`config.mk`:
```
export PLATFORM = sky130hd
export DESIGN_NAME = mux_nx1_stream_flat
export DESIGN_NICKNAME = d
export VERILOG_FILES = /design/src/rtl/mux_nx1_stream_if.sv /design/src/rtl/mux_nx1_stream.sv /design/src/flat_wrapper.sv
export SDC_FILE = /design/constraint.sdc
export NUM_CORES = 1
export LEC_CHECK = 0
export ABC_AREA = 1
export CORE_MARGIN = 2
export CORE_UTILIZATION = 36
export DETAILED_ROUTE_END_ITERATION = 10
export PLACE_DENSITY = 0.92
export SLEW_MARGIN = 30
export SYNTH_ARGS = -nofsm -noshare
export SYNTH_HDL_FRONTEND = slang
export SYNTH_SLANG_ARGS = --single-unit
```
`constraint.sdc`:
```
create_clock -name clk -period 1.75 [get_ports clk]
set_clock_uncertainty 0.15 [all_clocks]
set_input_delay 0.35 -clock clk [delete_from_list [all_inputs] [get_ports clk]]
set_output_delay 0.35 -clock clk [all_outputs]
set_load 0.02 [all_outputs]
```
`src/rtl/mux_nx1_stream_if.sv`:
```
// Stream-side bundle for mux_nx1_stream: packed channel inputs, select/mode,
// request handshake and the registered output beat.
// Optional field out_par exists only when MUX_NX1_PARITY_EN is defined.
interface mux_nx1_stream_if #(
  parameter int N     = 8,
  parameter int WIDTH = 8,
  parameter int SEL_W = $clog2(N)
);
  logic [N*WIDTH-1:0] in;
  logic [SEL_W-1:0]   sel;
  logic               mode;
  logic               in_valid;
  logic               in_ready;
  logic [WIDTH-1:0]   out;
  logic [SEL_W-1:0]   out_ch;
  logic               out_err;
  logic               out_valid;
  logic               out_ready;
`ifdef MUX_NX1_PARITY_EN
  logic               out_par;
`endif

  // Producer / consumer side (testbench or surrounding logic).
  modport master (
    output in, sel, mode, in_valid, out_ready,
    input  in_ready, out, out_ch, out_err, out_valid
`ifdef MUX_NX1_PARITY_EN
    , input out_par
`endif
  );

  // Mux side.
  modport slave (
    input  in, sel, mode, in_valid, out_ready,
    output in_ready, out, out_ch, out_err, out_valid
`ifdef MUX_NX1_PARITY_EN
    , output out_par
`endif
  );
endinterface

```
`src/rtl/mux_nx1_stream.sv`:
```
// N-to-1 stream multiplexer with a single registered output beat.
// Manual mode picks the channel from sel (out-of-range selects produce an
// error beat with zero data); auto mode scans channels round-robin.
// Optional feature macro: MUX_NX1_PARITY_EN adds out_par, the XOR-reduction
// of the captured data (0 on error beats).
module mux_nx1_stream #(
  parameter int N     = 8,
  parameter int WIDTH = 8,
  parameter int SEL_W = $clog2(N)
) (
  input  logic               clk,
  input  logic               rst,
  mux_nx1_stream_if.slave    bus
);

  logic [WIDTH-1:0] out_q, out_d;
  logic [SEL_W-1:0] out_ch_q, out_ch_d;
  logic             out_err_q, out_err_d;
  logic             out_valid_q, out_valid_d;
  logic [SEL_W-1:0] scan_ptr_q, scan_ptr_d;
`ifdef MUX_NX1_PARITY_EN
  logic             out_par_q, out_par_d;
`endif

  logic             accept;
  logic [SEL_W-1:0] ch;
  logic             illegal;
  logic [WIDTH-1:0] ch_data;

  // The output slot is free when empty or being drained this cycle; reset
  // blocks new requests so a request in a reset cycle is dropped.
  assign bus.in_ready = !rst && (!out_valid_q || bus.out_ready);
  assign accept       = bus.in_valid && bus.in_ready;

  // Resolve the channel for this cycle and steer its data.
  always_comb begin
    // NOTE: every always_comb output gets a default before any branch so no
    // path leaves it unassigned, which would otherwise infer a latch.
    ch_data = '0;
    ch      = bus.mode ? scan_ptr_q : bus.sel;
    // scan_ptr never exceeds N-1, so only manual selects can be illegal.
    illegal = (32'(ch) >= N);
    for (int k = 0; k < N; k++) begin
      if (ch == SEL_W'(k)) ch_data = bus.in[k*WIDTH +: WIDTH];
    end
  end

  // Next-state: load a new beat on accept, drop it on consume, advance scan.
  always_comb begin
    out_d       = out_q;
    out_ch_d    = out_ch_q;
    out_err_d   = out_err_q;
    out_valid_d = out_valid_q;
    scan_ptr_d  = scan_ptr_q;
`ifdef MUX_NX1_PARITY_EN
    out_par_d   = out_par_q;
`endif
    if (accept) begin
      // ch_data is already zero for an illegal select.
      out_d       = ch_data;
      out_ch_d    = ch;
      out_err_d   = illegal;
      out_valid_d = 1'b1;
`ifdef MUX_NX1_PARITY_EN
      out_par_d   = ^ch_data;
`endif
      if (bus.mode) begin
        scan_ptr_d = (scan_ptr_q == SEL_W'(N-1)) ? '0 : scan_ptr_q + SEL_W'(1);
      end
    end else if (bus.out_ready) begin
      out_valid_d = 1'b0;
    end
  end

  // State registers with synchronous reset that also discards a pending beat.
  always_ff @(posedge clk) begin
    // NOTE: sequential state uses non-blocking assignments so every register
    // samples pre-edge values regardless of statement order.
    if (rst) begin
      out_q       <= '0;
      out_ch_q    <= '0;
      out_err_q   <= 1'b0;
      out_valid_q <= 1'b0;
      scan_ptr_q  <= '0;
`ifdef MUX_NX1_PARITY_EN
      out_par_q   <= 1'b0;
`endif
    end else begin
      out_q       <= out_d;
      out_ch_q    <= out_ch_d;
      out_err_q   <= out_err_d;
      out_valid_q <= out_valid_d;
      scan_ptr_q  <= scan_ptr_d;
`ifdef MUX_NX1_PARITY_EN
      out_par_q   <= out_par_d;
`endif
    end
  end

  assign bus.out       = out_q;
  assign bus.out_ch    = out_ch_q;
  assign bus.out_err   = out_err_q;
  assign bus.out_valid = out_valid_q;
`ifdef MUX_NX1_PARITY_EN
  assign bus.out_par   = out_par_q;
`endif

endmodule

```
`src/flat_wrapper.sv`:
```
// flat-port wrapper written by rule: the top's interface ports become plain ports
module mux_nx1_stream_flat 
#(
  parameter int N     = 8,
  parameter int WIDTH = 8,
  parameter int SEL_W = $clog2(N)
)
  (clk, rst, bus_in, bus_sel, bus_mode, bus_in_valid, bus_out_ready, bus_in_ready, bus_out, bus_out_ch, bus_out_err, bus_out_valid);
  mux_nx1_stream_if #(.N(N), .WIDTH(WIDTH), .SEL_W(SEL_W)) bus_i ();
  input  logic clk;
  input  logic rst;
  input wire logic [$bits(bus_i.in)-1:0] bus_in;
  input wire logic [$bits(bus_i.sel)-1:0] bus_sel;
  input wire logic [$bits(bus_i.mode)-1:0] bus_mode;
  input wire logic [$bits(bus_i.in_valid)-1:0] bus_in_valid;
  input wire logic [$bits(bus_i.out_ready)-1:0] bus_out_ready;
  output wire logic [$bits(bus_i.in_ready)-1:0] bus_in_ready;
  output wire logic [$bits(bus_i.out)-1:0] bus_out;
  output wire logic [$bits(bus_i.out_ch)-1:0] bus_out_ch;
  output wire logic [$bits(bus_i.out_err)-1:0] bus_out_err;
  output wire logic [$bits(bus_i.out_valid)-1:0] bus_out_valid;
  assign bus_i.in = bus_in;
  assign bus_i.sel = bus_sel;
  assign bus_i.mode = bus_mode;
  assign bus_i.in_valid = bus_in_valid;
  assign bus_i.out_ready = bus_out_ready;
  assign bus_in_ready = bus_i.in_ready;
  assign bus_out = bus_i.out;
  assign bus_out_ch = bus_i.out_ch;
  assign bus_out_err = bus_i.out_err;
  assign bus_out_valid = bus_i.out_valid;
  mux_nx1_stream #(.N(N), .WIDTH(WIDTH), .SEL_W(SEL_W)) u_core (.clk(clk), .rst(rst), .bus(bus_i));
endmodule
```
* After elaboration in Yosys (flattened, before gate mapping)
Index checks and enable logic that the tools add are counted.
** Operators by class
- Eq/ne operators :: 8
- Reductions and logical operators :: 8
- $add $sub $neg :: 1
- Multiplexer cells :: 12
** Operator list (number)
- $mux W8 :: 8
- $eq A3 B3 Y1 const B :: 5
- $eq A3 B2 Y1 const B :: 2
- $mux W3 :: 2
- $add A3 B1 Y3 const B :: 1
- $eq A3 B1 Y1 const B :: 1
- $logic_not A3 Y1 :: 1
- $logic_and A1 B1 Y1 :: 2
- $logic_not A1 Y1 :: 2
- $mux W1 :: 2
- $reduce_and A2 Y1 :: 1
- $reduce_bool A2 Y1 :: 1
- $logic_or A1 B1 Y1 :: 1
** Word-level totals
- Output and inout bits :: 14
- Bits of input ports :: 72
- Register bits after elaboration :: 15

* Longest topological paths before layout
Gate-level depths: netlist (run 1).
- Depth after elaboration :: 10
- Mapped depth :: 11
- Gate-level depth less buffers :: 10

* Worst setup path before layout (run 1)
OpenSTA, ideal clock, no wires.
- Path type :: input-to-reg
- Start point :: input port rst
- End point :: register u_core.out_q[4] (netlist: u_core.bus.out[4])
- Required time :: 1.532 ns
- Stages :: 7
- Slack :: -0.041 ns
- Path buffers :: 2
- Data arrival time :: 1.573 ns
- Cells stage by stage :: clkbuf_1 > a21oi_1 > nand2_1 > clkbuf_1 > a21oi_1 > nand2_1 > a21oi_2
** Between the ends
- Word-level cells in the longest chain between the ends :: 3
** RTL lines
- from (decl) :: RTL line flat_wrapper.sv:11 : input logic rst;
- $logic_not A1 Y1 :: RTL line mux_nx1_stream.sv:32 : assign bus.in_ready = !rst && (!out_valid_q || bus.out_ready);
- $logic_and A1 B1 Y1 :: RTL line mux_nx1_stream.sv:32
- net bus_in_ready :: RTL line flat_wrapper.sv:17 : output wire logic [$bits(bus_i.in_ready)-1:0] bus_in_ready;
- $logic_and A1 B1 Y1 :: RTL line mux_nx1_stream.sv:33 : assign accept = bus.in_valid && bus.in_ready;
- to (signal assigned) :: RTL line mux_nx1_stream.sv:89 : out_q <= out_d;
- to (decl) :: RTL line mux_nx1_stream.sv:16 : logic [WIDTH-1:0] out_q, out_d;
The timed path passes the listed nets, and every way through them passes these cells.
A chain may end at the register's enable or synchronous reset.

* Final worst setup path (run 1)
- Start point :: input port bus_mode
- End point :: register u_core.out_q[0] (netlist: u_core.bus.out[0])
** Between the ends
- Word-level cells in the longest chain between the ends :: 10
- Elaborated cells between the ends (all ways) :: 17
- Classes of those cells :: eq/ne: 7; mux: 9; reduce/logical: 1
** RTL lines
- from (decl) :: RTL line flat_wrapper.sv:14 : input wire logic [$bits(bus_i.mode)-1:0] bus_mode;
- $mux W3 * :: RTL line mux_nx1_stream.sv:40 : ch = bus.mode ? scan_ptr_q : bus.sel;
- $logic_not A3 Y1 :: RTL line mux_nx1_stream.sv:44 : if (ch == SEL_W'(k)) ch_data = bus.in[k*WIDTH +: WIDTH];
- $mux W8 (7 in series) :: RTL line mux_nx1_stream.sv:44
- $mux W8 * :: RTL line mux_nx1_stream.sv:44
Every way passes the cells marked *; elsewhere a longest branch is shown, timed or not.

==> results of run 1 <==
## layout make-up
class	count	share of cell area
clock buffers	4	0.0108
inverters	25	0.0385
repair buffers	110	0.445
multi-input cells	158	0.359
well taps	46	0.0236
flip-flops and latches	15	0.123
## kinds of logic (layout without fill, tap and decap cells)
kind of cell | after synthesis | in the layout | synth area share
and+or+nand+nor | 121 | 122 | 0.472
AOI/OAI and AO/OA | 33 | 33 | 0.142
other | 1 | 1 | 0.00294
buffers and inverters | 36 | 139 | 0.128
DFF | 15 | 15 | 0.235
adders and majority gates | 2 | 2 | 0.0196
## critical path, cell delays in order
cell     delay, ps
buf_2          180
inv_2           80
nand2_1        110
nand2_4         80
buf_4          160
buf_4          140
nand4_1         90
nand3_1         90
nor2_1         130
nand4_1        140
nand2_1         90
a21oi_1         50
## routing by layer
layer  global-route usage  vias up  share of wire
met5                    0        -              0
met4               0.0842        0          0.027
met3               0.0536       20          0.080
met2                0.418      104           0.48
met1                0.299      834           0.41
li1                     -      905              -
## flip-flops by register name (all words and copies together), names as in the netlist
name / cells
u_core.bus.out: 8
u_core.bus.out_ch: 3
u_core.bus.out_valid: 1
u_core.scan_ptr_q: 3
## power by group through the flow
| stage | clock network, mW | registers [mW] | logic [mW] |
|---|---|---|---|
| 5_1_grt | 0.212 | 0.376 | 0.596 |
| 4_1_cts | 0.200 | 0.374 | 0.527 |
| 2_1_floorplan | 0 | 0.399 | 0.210 |
| 3_5_place_dp | 0 | 0.382 | 0.519 |
| 6_report | 0.195 | 0.374 | 0.555 |
| 3_3_place_gp | 0 | 0.382 | 0.512 |
## synthesized netlist by cell type, drive strengths merged, types with 2 or more instances
cell	count
nor2	24
a211oi	2
buf	7
nor3	4
nand2	52
dfxtp	15
ha	2
clkbuf	4
a21oi	30
nand4	24
inv	25
nand3	17
## worst max path at each step
stage,startpoint,end,slack (ps)
final,bus_mode,u_core.bus.out[0],80
after global routing,u_core.scan_ptr_q[0],u_core.bus.out[6],-10
after CTS,u_core.bus.out[6],bus_out[6],1
after detailed placement,bus_mode,u_core.bus.out[1],-640
after global placement,bus_mode,u_core.bus.out[1],-580
after floorplan,rst,u_core.bus.out[4],130
## repair_timing
action	4_1_cts	5_1_grt
setup buffers	2	1
cloned	0	1
pin swaps	6	8
endpoints found under the setup margin	14	15
resized for setup	19	22
hold endpoints to repair	0	0
## metrics by stage
| stage | cell area, um^2 | worst slack, ps | instances |
|---|---|---|---|
| 2_1_floorplan | 1280 | 127 | 208 |
| 3_3_place_gp | 2320 | -582 | 350 |
| 3_5_place_dp | 2320 | -645 | 350 |
| 4_1_cts | 2370 | 1.27 | 356 |
| 5_1_grt | 2440 | -15.0 | 358 |
| 6_report | 2440 | 80.1 | 358 |
==> results.md, run 1 <==
* Fin. Hold Viols at 0
* Main area contributors after synthesis: dfxtp_1 (24%), nand2_1 (14%), nand4_1 (12%), a21oi_1 (11%), inv_1 (6.8%)
* Multi-input gate area at 876 um^2
* NumNets Final at 387
* Status: finished, final reports clean
* Pleak at 1.20 nW
* Worst hold path type: reg2reg
* Seq cells post-synth at 15
* Fmax at 599 MHz
* Logic pwr share at 0.494
* Commonest cells after routing, fill and taps aside: clkdlybuf4s50_1 (67), nand2_1 (44), nand4_1 (24), inv_1 (23), a21oi_1 (23)
* Largest net degree at the start of global routing at 25
* Total gr overflow at 0
* Min cycle time layout at 1670 ps
* Syn_nets at 282
* Cell area after synthesis at 0.00128 mm^2
* Diode count at 0
* Worst Setup End Kind: flip-flop
* Asr flop ratio synth at 0
* Reg2reg path depth at 10
* Share of power burned in the clock network at 0.173
* Post-route DRC violation count at 0
* Psw at 0.377 mW
* Post-synth top area cell: dfxtp_1
* Hold_sp: u_core.bus.out[1]
* Share of the synthesized area in the top cell type at 0.235
* Leading cell type in the layout, fill and taps excluded: clkdlybuf4s50_1
* Peak supply drop at 0.432 mV
* Worst path arrival time at 1700 ps
* Die Y-Extent at 63.6 um
* Pre-antenna DRT Iters at 4
* Hold slack at 320 ps
* Core Rows at 21
* Initial Util at 0.380
* Crit share post-route at 0.954
* Full die area at 0.00404 mm^2
* ANT nets after route at 0
* Clock sinks at 15
* I/O pin count at 86
* Worst r2r src: u_core.scan_ptr_q[1]
* Final setup viols at 0
* Initial DRC count at 256
* EDFF count, synth at 0
* WP data required at 1780 ps
* # fillers at 276
* DR vias/cell at 5.20
* Clk slew on worst S/H paths at 90 ps
* Yosys warnings at 0
* Area delta synth->final at 91.0%
* Setup Crit Path Kind: in2reg
* GRT Total Usage at 0.244
* Detailed Route WL at 5250 um
* WHS Endpoint: u_core.bus.out[1]
* Core area at 0.00336 mm^2
* Crit path max fanout at 7
* PD cells at 460 mW/mm^2
* Hold path cells at 2
* Clock Latency Late Sink at 270 ps
* Pwr Total at 1.12 mW
* Net Sw Frac at 0.336
* Netlist cell types at 23
* Total CTS buffers at 3
* RD Place Congestion at 0.954
* Cell-internal power at 0.746 mW
* CTS Hold Bufs at 0
* Longest Clk Path Bufs at 2
* Syn avg cell area at 6.14 um^2
* Layout Utilization at 0.725
* Sequential share of power at 0.333
* Reg2Reg Setup Slack at 100 ps
* CTS tree: done
* Crit start category: primary input
* Slew Limit Fails at 0
* H-Tree Depth at 1
* Die width at 63.6 um
* Most used DFF post-synth: dfxtp_1
* Initial antenna violation count at 0
* Mapped Cells at 208
* Vias at 1863
* Max-Cap Viols at 0
* Avg WL per Cell at 14.7 um
* Reg2reg end: u_core.bus.out[0]
* Global-route wire length before repair at 7950 um
* Sequential Area at 300 um^2
* PortBufs at 84
* Layout cells sized above 1 at 0.189
* Setup TNS at 0 ps
* Sequential-to-total area share from yosys stat at 0.235
* Final HPWL DP at 3830 um
* CTS root buf: clkbuf_4
* Vias in the first global route at 1713
No activity file was read; power rests on OpenSTA's default activity.
==> run 2, diff against run 1 <==
==> constraint.sdc (replaced) <==
create_clock -name clk -period 1.7 [get_ports clk]
set_clock_uncertainty 0.15 [all_clocks]
set_input_delay 0.34 -clock clk [delete_from_list [all_inputs] [get_ports clk]]
set_output_delay 0.34 -clock clk [all_outputs]
set_load 0.02 [all_outputs]
==> results.md, run 2 (synthesis gave the netlist of run 1 again) <==
* Global-route wire length before repair at 7550 um
* Longest Clk Path Bufs at 2
* Detailed Route WL at 5160 um
* Crit path max fanout at 2
* Net Sw Frac at 0.330
* Pre-antenna DRT Iters at 4
* Worst path arrival time at 1150 ps
* Area delta synth->final at 95.0%
* Max reg flops at 8
* Psw at 0.386 mW
* Largest net degree at the start of global routing at 22
* Initial antenna violation count at 0
* Setup Crit Path Kind: in2out
* Clock sinks at 15
* Inst Count DP at 351
* Setup TNS at 0 ps
* Sequential Area at 304 um^2
* Layout cells sized above 1 at 0.206
* NumNets Final at 391
* Commonest cells after routing, fill and taps aside: clkdlybuf4s50_1 (67), nand2_1 (43), a21oi_1 (25), nand4_1 (24), buf_4 (23)
* Final cell count without fillers at 362
* Crit share post-route at 0.963
* PortBufs at 84
* PD cells at 471 mW/mm^2
* GRT Total Usage at 0.237
* Full die area at 0.00404 mm^2
* Final setup viols at 0
* Slew Limit Fails at 0
* Pwr Total at 1.17 mW
* Diode count at 0
* H-Tree Depth at 1
* Peak supply drop at 0.472 mV
* Hold_sp: u_core.bus.out_ch[0]
* Min cycle time layout at 1640 ps
* ANT nets after route at 0
* Worst Setup End Kind: output port
* Crit. Startpoint: bus_out_ready
* Core Rows at 21
* Total CTS buffers at 3
* Crit-path slowest cell: clkdlybuf4s50_1
* Fin. Hold Viols at 0
* Core area at 0.00336 mm^2
* Fmax at 611 MHz
* RD Place Congestion at 0.820
* CP Cell Sequence: clkdlybuf4s50_1, inv_1, a21oi_2, buf_2
* DR vias/cell at 5.07
* CTS root buf: clkbuf_4
* Multi-input gate area at 876 um^2
* WP data required at 1210 ps
* Initial DRC count at 237
* CTS tree: done
* Clk slew on worst S/H paths at 80 ps
* I/O pin count at 86
* Max-Cap Viols at 0
* Clock Latency Late Sink at 280 ps
* Die width at 63.6 um
* Reg2Reg Setup Slack at 60 ps
* Total gr overflow at 0
* Post-route DRC violation count at 0
* Crit start category: primary input
* Status: finished, final reports clean
* Leading cell type in the layout, fill and taps excluded: clkdlybuf4s50_1
* Avg WL per Cell at 14.3 um
* Final HPWL DP at 3790 um
* Worst hold path type: reg2reg
* CP endpoint: bus_in_ready
* Cell-internal power at 0.786 mW
* Share of power burned in the clock network at 0.169
* Slowest stage delay, CP at 450 ps
* Reg2reg path depth at 11
* Die Y-Extent at 63.6 um
* Logic pwr share at 0.501
* Vias in the first global route at 1601
* # fillers at 248
* Vias at 1837
* Reg2reg end: u_core.bus.out[6]
* Worst r2r src: u_core.scan_ptr_q[2]
* Sequential share of power at 0.330
* Initial Util at 0.380
* Pleak at 1.15 nW
-- run 2: changes by cell type in the layout (fill, tap and decap cells not counted), moves of 2 or more --
cell and change:
a21oi_2 -2, dlygate4sd2_1 +6, buf_4 +3, dfxtp_1 -3, dfxtp_2 +3, dlymetal6s2s_1 -6, a21oi_1 +2
-- run 2: critical path, delay by kind of cell --
family,cells,cell delay [ps]
compound gates,1,130
buf+inv,3,680
-- run 2: timing repair --
| item | in CTS | in global routing |
|---|---|---|
| gates resized for setup | 24 | 22 |
| setup buffers | 3 | 3 |
| cloned | 0 | 1 |
| hold buffers | 0 | 0 |
| pin swaps | 7 | 9 |
| endpoints found under the setup margin | 21 | 8 |
| hold endpoints to repair | 0 | 0 |
-- run 2: per-stage QoR --
| stage | util | instance area (um^2) | setup slack (ps) | hold WS, ps |
|---|---|---|---|---|
| after CTS | 0.709 | 2380 | -30.7 | 319 |
| final | 0.741 | 2490 | 62.3 | 322 |
| after floorplan | - | 1280 | 86.6 | 307 |
| after detailed placement | 0.696 | 2340 | -698 | 307 |
| after global placement | 0.696 | 2340 | -622 | 303 |
| after global routing | 0.741 | 2490 | -15.4 | 355 |
-- run 2: routing by layer --
metal  wire length [um]  global-route usage  up-vias
met4                131               0.106        0
li1                   -                   -      917
met2               2490               0.380      114
met3                449              0.0464       14
met1               2090               0.305      792
met5                  0                   0        -
-- run 2: how the worst min path moves through the flow --
| stage | to | slack (ps) | cells past startpoint |
|---|---|---|---|
| floorplan | u_core.bus.out_valid | 310 | 2 |
| global placement | u_core.bus.out_ch[0] | 300 | 2 |
| detailed placement | u_core.bus.out_ch[0] | 310 | 2 |
| CTS | u_core.bus.out_ch[0] | 320 | 2 |
| global route | u_core.bus.out[5] | 350 | 2 |
| finish | u_core.bus.out_ch[0] | 320 | 2 |
-- run 2: layout make-up --
type,instances,area share
well taps,46,0.0231
inverters,25,0.0377
flip-flops and latches,15,0.122
clock buffers,4,0.0105
multi-input cells,157,0.352
repair buffers,115,0.455
-- run 2: power by group through the flow --
stage	clock network [mW]	registers (mW)	logic [mW]
after floorplan	0	0.411	0.216
after global placement	0	0.393	0.536
after detailed placement	0	0.393	0.542
after CTS	0.204	0.385	0.543
after global routing	0.224	0.389	0.628
final	0.198	0.387	0.587
==> run 3, diff against run 2 <==
--- a/config.mk
+++ b/config.mk
@@ -7,9 +7,11 @@
 export LEC_CHECK = 0
 export ABC_AREA = 1
 export CORE_MARGIN = 2
-export CORE_UTILIZATION = 36
+export CORE_UTILIZATION = 40
+export CTS_CLUSTER_SIZE = 14
 export DETAILED_ROUTE_END_ITERATION = 10
-export PLACE_DENSITY = 0.92
+export DONT_BUFFER_PORTS = 1
+export PLACE_DENSITY = 0.65
 export SLEW_MARGIN = 30
 export SYNTH_ARGS = -nofsm -noshare
 export SYNTH_HDL_FRONTEND = slang
==> results.md, run 3 (synthesis gave the netlist of run 1 again) <==
* I/O pin count at 86
* Crit share post-route at 0.927
* DR vias/cell at 5.24
* Die width at 60.5 um
* Worst r2r src: u_core.scan_ptr_q[0]
* GRT Total Usage at 0.189
* Full die area at 0.00366 mm^2
* Die Y-Extent at 60.5 um
* Crit path max fanout at 8
* Clock sinks at 15
* Final HPWL DP at 2920 um
* Leading cell type in the layout, fill and taps excluded: nand2_1
* Post-route DRC violation count at 0
* Crit start category: flip-flop
* Pleak at 0.646 nW
* Pwr Total at 0.908 mW
* ANT nets after route at 0
* Slew Limit Fails at 0
* CTS tree: done
* Avg WL per Cell at 14.2 um
* Peak supply drop at 0.355 mV
* Worst path arrival time at 1560 ps
* Rel. slew slack at 0.574
* Core Rows at 20
* Vias at 1356
* Largest net degree at the start of global routing at 19
* Reg2reg end: u_core.bus.out[1]
* Pre-antenna DRT Iters at 4
* Core area at 0.00305 mm^2
* Reg2Reg Setup Slack at 120 ps
* Worst hold path type: in2reg
* Total CTS buffers at 3
* Clk slew on worst S/H paths at 90 ps
* PD cells at 613 mW/mm^2
* Fmax at 634 MHz
* RSZ-0062 raised after global routing: no
* Worst Setup End Kind: flip-flop
* Area delta synth->final at 16.0%
* Final setup viols at 0
* H-Tree Depth at 1
* WHS Endpoint: u_core.bus.out_valid
* Status: finished, final reports clean
* Global-route wire length before repair at 5180 um
* Layout cells sized above 1 at 0.191
* Diode count at 0
* Max reg flops at 8
* Initial antenna violation count at 0
* PortBufs at 0
* Commonest cells after routing, fill and taps aside: nand2_1 (44), a21oi_1 (26), nand4_1 (24), nor2_1 (23), inv_1 (22)
* Max-Cap Viols at 0
* Initial Util at 0.418
* Tightest Pin Transition at 636 ps
* Vias in the first global route at 1133
* Min cycle time layout at 1580 ps
* Setup Crit Path Kind: reg2reg
* Reg2reg path depth at 9
* NumNets Final at 290
* Longest Clk Path Bufs at 2
* Detailed Route WL at 3680 um
* Total gr overflow at 0
* RD Place Congestion at 0.872
* Setup TNS at 0 ps
* Hold path cells at 2
* WP data required at 1690 ps
* Initial DRC count at 80
* Fin. Hold Viols at 0
* CTS root buf: clkbuf_4
* Hold_sp: bus_in_valid
* Clock Latency Late Sink at 280 ps
## run 3: where the power goes
part	internal, mW	switching, mW
clock network	0.0909	0.108
logic	0.118	0.186
registers	0.372	0.0328
## run 3: layer usage
layer | track usage | vias to the layer above | wire length, um
met4 | 0.0839 | 0 | 63
met3 | 0.0576 | 6 | 428
li1 | - | 712 | -
met5 | 0 | - | 0
met2 | 0.292 | 66 | 1660
met1 | 0.243 | 572 | 1530
## run 3: worst max-delay path, stage by stage (launching register included)
cell	delay [ps]
dfxtp_2	350
nand2_1	100
nand2_4	120
buf_4	190
nand4_1	90
nand3_1	90
nor2_1	120
nand4_1	100
nand2_1	70
a21oi_1	60
## run 3: timing repair
action                     4_1_cts  5_1_grt
resized for setup                0       16
hold buffers                     1        0
setup endpoints to repair        0        8
setup buffers                    0        1
hold endpoints to repair        15        0
## run 3: stage by stage
step / hold slack (ps) / std cells / setup slack, ps / utilization / area (um^2)
floorplan: 307 / 208 / 86.6 / - / 1280
global placement: 255 / 252 / -21.5 / 0.450 / 1370
detailed placement: 256 / 252 / -44.6 / 0.450 / 1370
CTS: 24.3 / 257 / 14.8 / 0.462 / 1410
global route: 57.7 / 259 / 3.29 / 0.485 / 1480
finish: 30.9 / 259 / 124 / 0.485 / 1480
## run 3: cell type report
| cell class | count | area [um^2] |
|---|---|---|
| Clock buffer | 4 | 26.3 |
| Timing Repair Buffer | 14 | 138 |
| Fill cell | 328 | 1570 |
| Sequential cell | 15 | 304 |
| Multi-Input combinational cell | 157 | 865 |
| Tap cell | 44 | 55.1 |
| Inverter | 25 | 93.8 |
## run 3: how the worst max path moves through the flow
stage	start	to	slack, ps
global route	u_core.scan_ptr_q[1]	u_core.bus.out[3]	3
detailed placement	bus_mode	u_core.bus.out[3]	-40
finish	u_core.scan_ptr_q[0]	u_core.bus.out[1]	120
floorplan	rst	u_core.bus.out[4]	90
global placement	bus_mode	u_core.bus.out[3]	-20
CTS	u_core.scan_ptr_q[1]	u_core.bus.out[3]	10
